**src/rtl/phys_reg_free_list.sv**
```systemverilog
// Circular free list of physical register tags: one allocation per cycle to rename,
// up to two retire-side frees per cycle, with a sticky flag for frees dropped when full.
module phys_reg_free_list #(
  parameter int PHYS_REGS = 64,
  parameter int ARCH_REGS = 32,
  parameter int TAG_W     = $clog2(PHYS_REGS),
  parameter int DEPTH     = PHYS_REGS - ARCH_REGS
) (
  input  logic                     clk,
  input  logic                     reset_n,
  input  logic                     alloc_req,
  output logic                     alloc_grant,
  output logic [TAG_W-1:0]         alloc_tag,
  input  logic                     retire_valid1,
  input  logic [TAG_W-1:0]         retire_phys_reg1,
  input  logic                     retire_valid2,
  input  logic [TAG_W-1:0]         retire_phys_reg2,
  output logic                     free_list_empty,
  output logic [$clog2(DEPTH):0]   free_count,
  output logic                     overflow_err
);

  localparam int PTR_W = $clog2(DEPTH);
  localparam int CNT_W = $clog2(DEPTH) + 1;

  logic [TAG_W-1:0] entry_q [DEPTH];
  logic [TAG_W-1:0] entry_d [DEPTH];
  logic [PTR_W-1:0] head_q, head_d;
  logic [PTR_W-1:0] tail_q, tail_d;
  logic [PTR_W-1:0] tail_p1;
  logic [CNT_W-1:0] count_q, count_d;
  logic             overflow_q, overflow_d;

  logic             elig1, elig2;
  logic             acc1, acc2;
  logic [1:0]       n_push;
  logic [CNT_W-1:0] space;

  assign free_list_empty = (count_q == '0);
  assign alloc_grant     = alloc_req && !free_list_empty;
  assign alloc_tag       = entry_q[head_q];
  assign free_count      = count_q;
  assign overflow_err    = overflow_q;

  // Tag 0 is never returned to the list; space counts the slot vacated by this cycle's pop.
  always_comb begin
    entry_d    = entry_q;
    elig1      = retire_valid1 && (retire_phys_reg1 != '0);
    elig2      = retire_valid2 && (retire_phys_reg2 != '0);
    space      = CNT_W'(DEPTH) - count_q + CNT_W'(alloc_grant);
    acc1       = elig1 && (space != '0);
    acc2       = elig2 && (space > (acc1 ? CNT_W'(1) : CNT_W'(0)));
    n_push     = {1'b0, acc1} + {1'b0, acc2};
    tail_p1    = tail_q + PTR_W'(1);
    if (acc1) begin
      entry_d[tail_q] = retire_phys_reg1;
    end
    if (acc2) begin
      entry_d[acc1 ? tail_p1 : tail_q] = retire_phys_reg2;
    end
    head_d     = head_q + PTR_W'(alloc_grant);
    tail_d     = tail_q + PTR_W'(n_push);
    count_d    = count_q - CNT_W'(alloc_grant) + CNT_W'(n_push);
    overflow_d = overflow_q | (elig1 & ~acc1) | (elig2 & ~acc2);
  end

  // Reset image: every tag above the identity architectural mapping is free.
  always_ff @(posedge clk or negedge reset_n) begin
    if (!reset_n) begin
      for (int i = 0; i < DEPTH; i++) begin
        entry_q[i] <= TAG_W'(ARCH_REGS + i);
      end
      head_q     <= '0;
      tail_q     <= '0;
      count_q    <= CNT_W'(DEPTH);
      overflow_q <= 1'b0;
    end else begin
      entry_q    <= entry_d;
      head_q     <= head_d;
      tail_q     <= tail_d;
      count_q    <= count_d;
      overflow_q <= overflow_d;
    end
  end

endmodule

```
**config.mk**
```make
export PLATFORM = sky130hd
export DESIGN_NAME = phys_reg_free_list
export DESIGN_NICKNAME = d
export VERILOG_FILES = /design/src/rtl/phys_reg_free_list.sv
export SDC_FILE = /design/constraint.sdc
export NUM_CORES = 1
export LEC_CHECK = 0
export CAP_MARGIN = 20
export CORE_MARGIN = 2
export CORE_UTILIZATION = 45
export DETAILED_ROUTE_END_ITERATION = 7
export DONT_BUFFER_PORTS = 1
export PLACE_DENSITY = 0.57
export SLEW_MARGIN = 20
export SYNTH_ARGS = -nofsm -noshare
export SYNTH_HDL_FRONTEND = slang
export SYNTH_SLANG_ARGS = --single-unit
```
**constraint.sdc**
```tcl
create_clock -name clk -period 7.6 [get_ports clk]
set_clock_uncertainty 0.1 [all_clocks]
set_input_delay 0 -clock clk [delete_from_list [all_inputs] [get_ports clk]]
set_output_delay 0 -clock clk [all_outputs]
set_load 0.02 [all_outputs]
```
==> results.md, run 1 <==
- Status: finished clean
- First-pass GRT wire length: 55100 µm
- Hold EP: entry_q[189]
- Cells after synthesis: 949
- Worst hold start: retire_phys_reg1[3]
- PnR worst setup slack: 1.22 ns
- Syn avg cell area: 13.4 µm²
- Worst path cell trace: inv_1 > ha_1 > nand2_1 > nor3_1 > nand2b_1 > ha_1 > inv_1 > ha_1 > nand2b_1 > o21ai_0 > a21oi_2 > o21a_4 > ha_1 > nor2_1 > o31ai_4 > buf_4 > nand2b_1 > a211oi_4 > mux2i_1 > dlygate4sd3_1
- Worst VDD drop: 184 µV
- Cell area after synthesis: 12700 µm²
- Setup WS pre-CTS: 1.39 ns
- Register area: 5380 µm²
- CP startpoint kind: register
- RSZ-0062 raised after global routing: no
- WHS: 0.193 ns
- CP Capture Type: register
- Synth top area share: 30.0%
- Prevailing post-synth register cell: dfstp_2
- DRC violations left: 0
- H-tree lvl count: 1
- Total Die Area: 29700 µm²
- Maxcap violations: 0
- Area taken by multi-input logic gates: 6940 µm²
- Top delay family on crit path: compound AO/OA/AOI/OAI gates
- Commonest cells in the netlist: 382 x mux2i_1, 113 x dfstp_2, 96 x dfrtp_1, 60 x mux4_2, 52 x clkbuf_1
- CTS hold repair buffers: 37
- Max-slew violation count: 0
- Min-Delay Path Class: input pin to register
- Final Cycle Share: 83.9%
- DR iter-0 viols: 636
- Hold Violations, Final: 0
- Row cnt: 61
- Clock Tree Buf Depth: 3
- Placer Congestion: 0.883
- Reg2reg end: entry_q[162]
- Avg WL per Cell: 26.8 µm
- Fillers: 2402
- Finish-stage setup viols: 0
- Slowest stage delay, CP: 0.62 ns
- Largest net degree at the start of global routing: 210
- Count leader, synth: mux2i_1
- CP max FO: 32
- TritonCTS clock tree: built
- Final min period: 6.38 ns
- PortBufs: 0
- Setup tns final: 0 ns
- Initial Util: 45.7%
- Critical path's most frequent cell: ha_1
- Sequential area share after synthesis: 42.2%
- WHS Path Cells: 3
- Total power: 6.10 mW
- Layout cell share with drive strength beyond 1: 29.7%
- Antenna violations before repair: 1
- Die width: 172 µm
- R2R setup slack: 1.22 ns
- Inst Count DP: 1258
- Critical path's slowest cell: a211oi_4
- Synth Register Bits: 209
- Non-Filler Instances: 1345
- Dpl hpwl: 22800 µm
- Cell taking the most area after synthesis: mux2i_1
- Yosys warns: 0
- CTS Buf Count: 25
- Mapped Nets: 990
- Post-CTS Setup Inserts: 0
- Post-synth EDFFs: 0
- Slew HR: 33.3%
- CTS root buf: clkbuf_16
- Power Density: 428 nW/µm²
- Core Footprint: 27900 µm²
- Sink Count: 209
- Worst path buffer plus inverter count: 4
- Drt first pass iters: 5
- Worst reg2reg path depth: 20
- Routed vias: 8052
- Reg clk slew, reported paths: 0.06 ns
- Final core occ: 51.2%
- GRT Util Overall: 25.0%
- Worst skew pair latency: 0.53 ns
- Count of cell types in the netlist: 49
- Via density: 5.99
- Leak: 6.02 nW
- Routed WL: 36000 µm
- Antenna Violating Nets Remaining: 0
- Synth top area cells: mux2i_1 30%, dfstp_2 23%, dfrtp_1 19%
- Final Net Count: 989
- Placed Area: 12900 µm²
- CP required: 7.97 ns
- Vias in the first global route: 8657
- Reg-to-Reg Start: free_count[3]
- Max Fclk: 0.157 GHz
- Final instance area: 14300 µm²
- P&R area growth vs syn: 12.1%
- FFs w/ async S/R, synth: 100%
- Die H: 172 µm
- I/O pin total: 32
- Critical path class: register to register
- Post-cts sizing count: 0
- Worst-Margin Slew: 0.997 ns
- GRT overflow: 0
- CP arrival: 6.75 ns
-- how the worst max path moves through the flow --
stage	start	endpoint	slack, ns	cells past startpoint
finish	free_count[3]	entry_q[162]	1.22	20
CTS	free_count[3]	entry_q[162]	1.26	20
global placement	free_count[3]	free_count[4]	1.53	27
global route	free_count[3]	free_count[5]	0.88	29
detailed placement	free_count[3]	free_count[5]	1.39	29
floorplan	free_count[3]	free_count[4]	1.47	29
-- kinds of logic (layout without fill, tap and decap cells) --
group	after synthesis	after routing	synth area share [%]
AND/OR/NAND/NOR	104	104	4.90
flip-flops	209	209	42.2
XOR/XNOR	12	12	0.825
adder cells (fa/ha/maj)	24	24	2.48
AO/OA/AOI/OAI	41	41	4.25
multiplexers	456	456	42.1
buffers and inverters	103	120	3.30
other	0	1	0
-- per-layer routing --
| layer | vias up | wire, µm | share of wire, % | track usage [%] |
|---|---|---|---|---|
| li1 | 3511 | - | - | - |
| met1 | 4265 | 16300 | 45 | 34.9 |
| met2 | 223 | 16800 | 47 | 40.3 |
| met3 | 53 | 2110 | 5.9 | 4.88 |
| met4 | 0 | 845 | 2.3 | 6.43 |
| met5 | - | 0 | 0 | 0 |
-- state kept, by name, summed over array words and instances (netlist names) --
name / cells
free_count: 6
entry_q: 192
overflow_err: 1
head_q: 5
tail_q: 5
-- tightest hold or removal path, delay by kind of cell --
| family | cells | cell delay (ns) |
|---|---|---|
| buffers and inverters | 1 | 0.54 |
| multiplexers | 2 | 0.25 |
-- placed cells by master, fill, tap and decap left out, drive strengths merged, types with 2 or more instances in the layout --
cell type / instances
or3: 3
o21ai: 8
nor2b: 2
ha: 22
dlygate4sd3: 32
o22a: 2
clkbuf: 37
a21oi: 4
or4: 2
mux2i: 384
o31ai: 2
nand2: 11
xor2: 5
mux2: 12
dfstp: 113
buf: 16
a211oi: 16
mux4: 60
nand3: 30
o211ai: 3
o21a: 2
a21o: 2
nor3: 20
fa: 2
clkinv: 6
and2: 8
nand2b: 4
nor2: 19
dfrtp: 96
inv: 27
xnor2: 7
-- cell type report --
cell class / count / share of cell area (%)
Multi-Input combinational cell: 637 / 48.6
Sequential cell: 209 / 37.7
Clock buffer: 37 / 5.12
Timing Repair Buffer: 48 / 4.03
Tap cell: 378 / 3.31
Inverter: 27 / 0.710
Clock inverter: 8 / 0.474
Antenna cell: 1 / 0.0175
-- report_power, final --
part / internal, mW / switching [mW]
combinational: 1.24 / 1.43
sequential: 1.83 / 0.431
clock: 0.695 / 0.476
total: 3.76 / 2.34
No activity file was read; power rests on OpenSTA's default activity.
==> run 2: changes to the inputs <==
--- a/config.mk
+++ b/config.mk
@@ -10,7 +10,7 @@
 export CORE_UTILIZATION = 45
 export DETAILED_ROUTE_END_ITERATION = 7
 export DONT_BUFFER_PORTS = 1
-export PLACE_DENSITY = 0.57
+export PLACE_DENSITY = 0.59
 export SLEW_MARGIN = 20
 export SYNTH_ARGS = -nofsm -noshare
 export SYNTH_HDL_FRONTEND = slang
==> constraint.sdc (replaced) <==
create_clock -name clk -period 5.5 [get_ports clk]
set_clock_uncertainty 0.1 [all_clocks]
set_input_delay 0 -clock clk [delete_from_list [all_inputs] [get_ports clk]]
set_output_delay 0 -clock clk [all_outputs]
set_load 0.02 [all_outputs]
==> run 2 against run 1 <==
  * Critical path depth up 1
  * Via count down 2.1%
  * Sequential share of layout area down 0.79 points
  * Non-clock buffer count up 15
  * Cell count up 1.3%
  * Sequential cell count unchanged
  * Critical endpoint is now entry_q[156]
  * Largest cell class unchanged
==> results.md, run 2 (synthesis results as in run 1) <==
- Fillers: 2428 (+1.1%)
- GRT Util Overall: 24.0% (-1.0 points)
- Largest net degree at the start of global routing: 210 (unchanged)
- Met3 global-route usage: 3.75% (-1.1 points)
- Critical path's slowest cell: nand2b_1
- Max Fclk: 0.191 GHz (+22%)
- CP startpoint kind: register
- GRT overflow: 0 (unchanged)
- CP required: 5.86 ns (-2.11 ns)
- Die H: 172 µm (unchanged)
- Slowest stage delay, CP: 0.72 ns (+0.10 ns)
- Critical path's most frequent cell: ha_4
- Finish-stage setup viols: 0 (unchanged)
- Hold Violations, Final: 0 (unchanged)
- H-tree lvl count: 1 (unchanged)
- Worst-Margin Slew: 0.910 ns (-0.0863 ns)
- CP Capture Type: register
- Final Cycle Share: 95.1% (+11 points)
- Core Footprint: 27900 µm² (unchanged)
- # diodes: 0 (-1)
- Setup tns final: 0 ns (unchanged)
- Avg WL per Cell: 25.2 µm (-5.8%)
- Worst reg2reg path depth: 21 (+5.0%)
- Grt peak-use layer: met1
- Reg2reg end: entry_q[156]
- Max-slew violation count: 0 (unchanged)
- Final min period: 5.23 ns (-1.15 ns)
- Worst skew pair latency: 0.54 ns (about the same)
- Most frequent cells in the layout: 382 x mux2i_1, 113 x dfstp_2, 91 x dfrtp_1, 60 x mux4_2, 33 x dlygate4sd3_1
- Met2 Use GR: 35.9% (-4.4 points)
- CTS root buf: clkbuf_16
- Total Die Area: 29700 µm² (unchanged)
- P&R area growth vs syn: 14.5%
- CP max FO: 18 (-44%)
- Reg clk slew, reported paths: 0.06 ns (about the same)
- DRC violations left: 0 (unchanged)
- WHS Path Cells: 3 (unchanged)
- Crit path depth: 21 (+5.0%)
- Area taken by multi-input logic gates: 7060 µm² (+1.7%)
- Leak: 6.14 nW (+2.1%)
- Antenna Violating Nets Remaining: 0 (unchanged)
- Placer Congestion: 0.900 (+1.9%)
- Layout cell share with drive strength beyond 1: 32.9% (+3.2 points)
- Most flop-heavy register: entry_q
- Met1 Use GR: 36.0% (+1.1 points)
- Reg-to-Reg Start: free_count[5]
- WHS: 0.170 ns (-0.0226 ns)
- Routed vias: 7880 (-2.1%)
- Clock Tree Buf Depth: 3 (unchanged)
- Inst Count DP: 1262 (+0.32%)
- PnR worst setup slack: 0.271 ns (-0.949 ns)
- Maxcap violations: 0 (unchanged)
- Register area: 5380 µm² (about the same)
- TritonCTS clock tree: built
- Worst path buffer plus inverter count: 5 (+1)
- Status: finished clean
- DR iter-0 viols: 584 (-8.2%)
- Row cnt: 61 (unchanged)
- Min-Delay Path Class: input pin to register
- Setup WS pre-CTS: 0.616 ns (-0.775 ns)
- First-pass GRT wire length: 53000 µm (-3.7%)
- Antenna violations before repair: 1 (unchanged)
- RSZ-0062 raised after global routing: no
- Die width: 172 µm (unchanged)
- PortBufs: 0 (unchanged)
- Final Net Count: 1005 (+1.6%)
- Initial Util: 45.7% (unchanged)
- Via density: 5.79 (-3.4%)
- Top delay family on crit path: simple AND/OR/NAND/NOR gates
- Hold EP: entry_q[188]
- Slew HR: 39.0% (+5.7 points)
- I/O pin total: 32 (unchanged)
- R2R setup slack: 0.27 ns (-0.95 ns)
- Power Density: 591 nW/µm² (+38%)
- Sink Count: 209 (unchanged)
- Max reg flops: 192 (unchanged)
- Dpl hpwl: 21600 µm (-5.3%)
- CTS Buf Count: 26 (+4.0%)
- Worst path cell trace: inv_1 > ha_4 > nand2_4 > nor3_4 > nand2b_4 > ha_4 > inv_2 > ha_4 > nand2_2 > xnor2_1 > or4b_4 > o21a_4 > ha_4 > nor2_2 > o31ai_4 > buf_4 > nand2b_1 > a211oi_4 > buf_4 > mux2i_1 > dlygate4sd3_1
- Routed WL: 34300 µm (-4.6%)
- Non-Filler Instances: 1362 (+1.3%)
- Drt first pass iters: 4 (-1)
- Worst VDD drop: 323 µV (+76%)
- Worst hold start: retire_phys_reg1[2]
- Critical path class: register to register
- CP arrival: 5.59 ns (-1.16 ns)
- Total power: 8.61 mW (+41%)
- Vias in the first global route: 8279 (-4.4%)
- Commonest non-fill, non-tap cell in the layout: mux2i_1
## run 2: cell types whose count changed in the layout (fill, tap and decap cells not counted), sizes merged
| cell | before | now |
|---|---|---|
| diode | 1 | 0 |
| bufinv | 1 | 2 |
| dlygate4sd3 | 32 | 33 |
| buf | 16 | 30 |
| clkbuf | 37 | 42 |
| clkinv | 6 | 3 |
## run 2: worst max path at each step
stage	startpoint	endpoint	slack (ns)
6_report	free_count[5]	entry_q[156]	0.27
5_1_grt	free_count[5]	entry_q[151]	0.03
4_1_cts	free_count[5]	entry_q[156]	0.12
3_5_place_dp	free_count[5]	free_count[4]	0.62
3_3_place_gp	free_count[5]	free_count[4]	0.65
2_1_floorplan	free_count[3]	free_count[4]	-0.04
## run 2: power breakdown
group / internal, mW / total (mW) / switching, mW
logic: 1.78 / 3.70 / 1.92
clock network: 1.08 / 1.76 / 0.671
registers: 2.52 / 3.16 / 0.637
total: 5.39 / 8.61 / 3.22
## run 2: through the flow
step,util [%],area (µm²)
finish,52.3,14600
global route,52.3,14600
CTS,51.9,14400
detailed placement,47.0,13100
global placement,47.0,13100
floorplan,-,12900
## run 2: metal layers
layer  share of wire, %  vias up
li1                   -     3545
met1                 49     4122
met2                 44      151
met3                4.2       60
met4                2.8        2
met5              0.023        -
## run 2: cell type report
cell class | count | area share, %
repair buffers | 63 | 4.69
multi-input cells | 637 | 48.4
flip-flops and latches | 209 | 36.9
inverters | 27 | 0.695
clock inverters | 6 | 0.566
well taps | 378 | 3.24
clock buffers | 42 | 5.50
## run 2: tightest hold or removal path, stage by stage
cell and delay [ns]:
mux2_2 0.11, mux2_2 0.13, dlygate4sd3_1 0.53
## run 2: what timing repair did
item | CTS | global route
setup endpoints to repair | 0 | 2
hold endpoints to repair | 404 | 44
hold buffers | 39 | 1
gates resized for setup | 0 | 0
setup buffers | 0 | 10
